### src/rtl/serial_adder.sv
// Bit-serial adder: one full-adder cell fed LSB first, with the carry held in a
// register between cycles. Result, carry-out and signed overflow latch at completion.

module fa (
  input  logic x,
  input  logic y,
  input  logic ci,
  output logic s,
  output logic co
);
  assign s  = x ^ y ^ ci;
  assign co = (x & y) | (ci & (x ^ y));
endmodule

module serial_adder #(
  parameter int WIDTH = 8
) (
  input  logic             clk,
  input  logic             rst,
  input  logic             start,
  input  logic [WIDTH-1:0] a,
  input  logic [WIDTH-1:0] b,
  input  logic             cin,
  output logic             busy,
  output logic             done,
  output logic [WIDTH-1:0] sum,
  output logic             cout,
  output logic             ovf
);
  localparam int CNT_W = $clog2(WIDTH + 1);

  typedef enum logic [1:0] {IDLE, RUN, DONE} state_t;

  state_t             state_q, state_d;
  logic [WIDTH-1:0]   aSr_q, aSr_d;
  logic [WIDTH-1:0]   bSr_q, bSr_d;
  logic [WIDTH-1:0]   sumSr_q, sumSr_d;
  logic               carry_q, carry_d;
  logic [CNT_W-1:0]   cnt_q, cnt_d;
  logic [WIDTH-1:0]   sum_q, sum_d;
  logic               cout_q, cout_d;
  logic               ovf_q, ovf_d;
  logic [WIDTH-1:0]   sumShift;
  logic               faS, faCo;

  fa u_fa (
    .x  (aSr_q[0]),
    .y  (bSr_q[0]),
    .ci (carry_q),
    .s  (faS),
    .co (faCo)
  );

  always_ff @(posedge clk) begin
    if (rst) begin
      state_q <= IDLE;
      aSr_q   <= '0;
      bSr_q   <= '0;
      sumSr_q <= '0;
      carry_q <= 1'b0;
      cnt_q   <= '0;
      sum_q   <= '0;
      cout_q  <= 1'b0;
      ovf_q   <= 1'b0;
    end else begin
      state_q <= state_d;
      aSr_q   <= aSr_d;
      bSr_q   <= bSr_d;
      sumSr_q <= sumSr_d;
      carry_q <= carry_d;
      cnt_q   <= cnt_d;
      sum_q   <= sum_d;
      cout_q  <= cout_d;
      ovf_q   <= ovf_d;
    end
  end

  // The visible result only changes on the final bit, so it survives a new start.
  always_comb begin
    state_d  = state_q;
    aSr_d    = aSr_q;
    bSr_d    = bSr_q;
    sumSr_d  = sumSr_q;
    carry_d  = carry_q;
    cnt_d    = cnt_q;
    sum_d    = sum_q;
    cout_d   = cout_q;
    ovf_d    = ovf_q;
    sumShift = sumSr_q >> 1;
    sumShift[WIDTH-1] = faS;
    case (state_q)
      IDLE: begin
        if (start) begin
          aSr_d   = a;
          bSr_d   = b;
          carry_d = cin;
          cnt_d   = '0;
          state_d = RUN;
        end
      end
      RUN: begin
        aSr_d   = aSr_q >> 1;
        bSr_d   = bSr_q >> 1;
        sumSr_d = sumShift;
        carry_d = faCo;
        cnt_d   = cnt_q + CNT_W'(1);
        if (cnt_q == CNT_W'(WIDTH - 1)) begin
          sum_d   = sumShift;
          cout_d  = faCo;
          ovf_d   = carry_q ^ faCo;
          state_d = DONE;
        end
      end
      DONE: state_d = IDLE;
      default: state_d = IDLE;
    endcase
  end

  assign busy = (state_q == RUN);
  assign done = (state_q == DONE);
  assign sum  = sum_q;
  assign cout = cout_q;
  assign ovf  = ovf_q;
endmodule

### config.mk
export PLATFORM = sky130hd
export DESIGN_NAME = serial_adder
export DESIGN_NICKNAME = d
export VERILOG_FILES = /design/src/rtl/serial_adder.sv
export SDC_FILE = /design/constraint.sdc
export NUM_CORES = 1
export LEC_CHECK = 0
export BUFFER_PORTS_ARGS = -buffer_cell sky130_fd_sc_hd__buf_2
export CAP_MARGIN = 20
export CORE_ASPECT_RATIO = 2
export CORE_MARGIN = 1.5
export CORE_UTILIZATION = 45
export DETAILED_ROUTE_END_ITERATION = 8
export PLACE_DENSITY = 0.67
export SLEW_MARGIN = 20
export SYNTH_ARGS = -nofsm -noshare
export SYNTH_HDL_FRONTEND = slang
export SYNTH_SLANG_ARGS = --single-unit
export TNS_END_PERCENT = 5
### constraint.sdc
create_clock -name clk -period 1.4 [get_ports clk]
set_input_delay 0.21 -clock clk [delete_from_list [all_inputs] [get_ports clk]]
set_output_delay 0.21 -clock clk [all_outputs]
set_load 0.005 [all_outputs]
==> flow_metrics.env <==
export IMPL_status="complete, no violations"
export IMPL_antenna_found_initial=0
export IMPL_vias=1539
export IMPL_end_kind="flip-flop"
export IMPL_fin_hold_ws_ps=220
export IMPL_drive_above_1_share=0.240
export IMPL_setup_violations=0
export IMPL_core_area_um2=3570
export IMPL_power_density_nw_per_um2=1110
export IMPL_drc=0
export IMPL_whs_path_depth=3
export IMPL_required_ps=1600
export IMPL_grt_max_degree=26
export IMPL_tightest_slew_ps=462
export IMPL_io_pins=32
export IMPL_yosysTopAreaCell="dfxtp_1"
export IMPL_h_tree_depth=2
export IMPL_synth_area_per_cell_um2=8.44
export IMPL_rows=31
export IMPL_grt_overflow_total=0
export IMPL_slew_headroom=0.692
export IMPL_postRouteAntennaNets=0
export IMPL_yosysSeqAreaShare=0.484
export IMPL_clock_path_buffers=2
export IMPL_syn_to_final_growth_pct=19.3
export IMPL_fin_nets=251
export IMPL_port_buffers=31
export IMPL_synth_edff_count=0
export IMPL_synthCells=196
export IMPL_dp_cells=269
export IMPL_hold_class="in2reg"
export IMPL_globalRouteTotalUtil=0.203
export IMPL_cts_root_buf="clkbuf_8"
export IMPL_dieArea_um2=4070
export IMPL_syn_cell_area_um2=1650
export IMPL_grt_pass1_wl_um=6330
export IMPL_dr_pass1_iters=4
export IMPL_finalCriticalPeriod_ps=1340
export IMPL_post_place_ws_ps=108
export IMPL_synth_seq_cells=40
export IMPL_leakage_nw=0.756
export IMPL_synth_nets=218
export IMPL_wl_per_cell_um=13.2
export IMPL_place_congestion=0.729
export IMPL_via_per_inst=5.54
export IMPL_drt_iter0_drc=29
export IMPL_synth_most_common_cell="dfxtp_1"
export IMPL_cts_hold_buffers=0
export IMPL_cp_arrival_ps=1540
export IMPL_finalMaxSlewViolations=0
export IMPL_insertedDiodeCount=0
export IMPL_r2r_cells=4
export IMPL_start_util=0.464
export IMPL_async_reset_ff_frac=0
export IMPL_numCtsBuffers=5
export IMPL_start_kind="flip-flop"
export IMPL_ys_dominant_reg_cell="dfxtp_1"
export IMPL_cts_tree="done"
export IMPL_cp_max_fo=7
export IMPL_synth_top_area_frac=0.484
export IMPL_worstSetupPathType="reg2reg"
export IMPL_synth_common_cells="dfxtp_1, a21oi_1, o21ai_0"
export IMPL_finalWorstSetupSlack_ps=56.4
export IMPL_path_clk_slew_ps=70
export IMPL_synth_area_leaders="dfxtp_1, a21oi_1, o21ai_0, o2bb2ai_1, nand2_1"
export IMPL_dp_hpwl_um=2510
export IMPL_grt_pass1_vias=1432
export IMPL_ys_types=34
export IMPL_peakVddDrop_uv=898
export IMPL_cts_sinks=40
export IMPL_die_y_um=88.7
export IMPL_max_freq_mhz=744
export IMPL_clk_latency_ps=290
export IMPL_postLayoutCoreUtil=0.553
export IMPL_finClkSkew_ps=6.67
export IMPL_fin_crit_sh=0.960
export IMPL_final_cell_count_no_fill=278
export IMPL_cap_violations=0
export IMPL_rsz0062_at_grt="true"
export IMPL_die_x_um=45.9
export IMPL_routed_wl_um=3680
export IMPL_hold_viol_final=0
export IMPL_synth_warnings=0
[power by group]
group | switching, mW | internal [mW] | leakage (nW)
Combinational | 0.143 | 0.106 | 0.388
Clock | 0.376 | 0.339 | 0.0410
Sequential | 0.0319 | 1.19 | 0.328
[cell families (layout without fill, tap and decap cells)]
logic type / Yosys count / after routing / share of synthesized area
AO/OA/AOI/OAI: 83 / 83 / 0.294
AND/OR/NAND/NOR: 51 / 51 / 0.142
flip-flops: 40 / 40 / 0.484
buffers and inverters: 19 / 52 / 0.0552
adder cells (fa/ha/maj): 2 / 2 / 0.0197
XOR/XNOR: 1 / 1 / 0.00530
[metrics by stage]
step	total power [mW]	instance area (µm²)	setup TNS (ps)
floorplan	1.41	1650	0
global placement	1.48	1870	0
detailed placement	1.49	1870	0
CTS	2.20	1960	0
global route	2.28	1970	-28.9
finish	2.18	1970	0
[cells in the final DEF, fill, tap and decap left out, drive strengths merged]
cell type and count:
nor2b 1, o2bb2ai 9, or3 1, a31oi 2, ha 1, nand2b 2, a211oi 2, and3b 1
a311oi 1, fa 1, nand2 18, nand3b 1, a22oi 1, inv 4, nor2 13, a21oi 34
o22ai 6, and4bb 1, dfxtp 40, o31ai 1, o32a 1, nand3 12, clkinv 1, xnor2 1
o21ai 24, buf 40, clkbuf 6, nor3 1, o21ba 1, o21bai 1, clkinvlp 1
[what timing repair did]
item	CTS	global route
resized for setup	2	4
setup endpoints to repair	1	3
pin swaps	0	1
buffers inserted	1	0
cloned	1	0
[layer usage]
layer	wire length (µm)	vias up	GRT usage	share of wire
met2	2060	35	0.355	0.56
li1	-	762	-	-
met5	0	-	0	0
met1	1410	733	0.237	0.38
met4	74	0	0.0675	0.020
met3	139	9	0.0408	0.038
[area by class of cell]
type                       instances  area (µm²)
multi-input combinational        137         772
clock inverter                     1        5.00
fill                             369        1600
inverter                           4        17.5
tap                               49        61.3
sequential                        40         802
timing repair inverter             1        7.51
clock buffer                       6        72.6
timing repair buffer              40         235
[sequential cells by signal (all words and copies together), names as in the netlist, 2 cells and up]
name,flops
aSr_q,8
bSr_q,8
sum,8
sumSr_q,7
cnt_q,4
state_q,2
[final timing paths]
check,from,slack (ps),end
worst min-delay path,b[1],220,bSr_q[1]
worst max register to register,cnt_q[0],60,ovf
worst max-delay path,cnt_q[0],60,ovf
worst min register to register,sumSr_q[1],460,sumSr_q[1]
[worst max-delay path, cell delays in order (launching register included)]
cell	delay (ps)
dfxtp_1	340
ha_1	250
and3b_2	240
buf_4	170
a311oi_2	260
No activity file was read; power rests on OpenSTA's default activity.
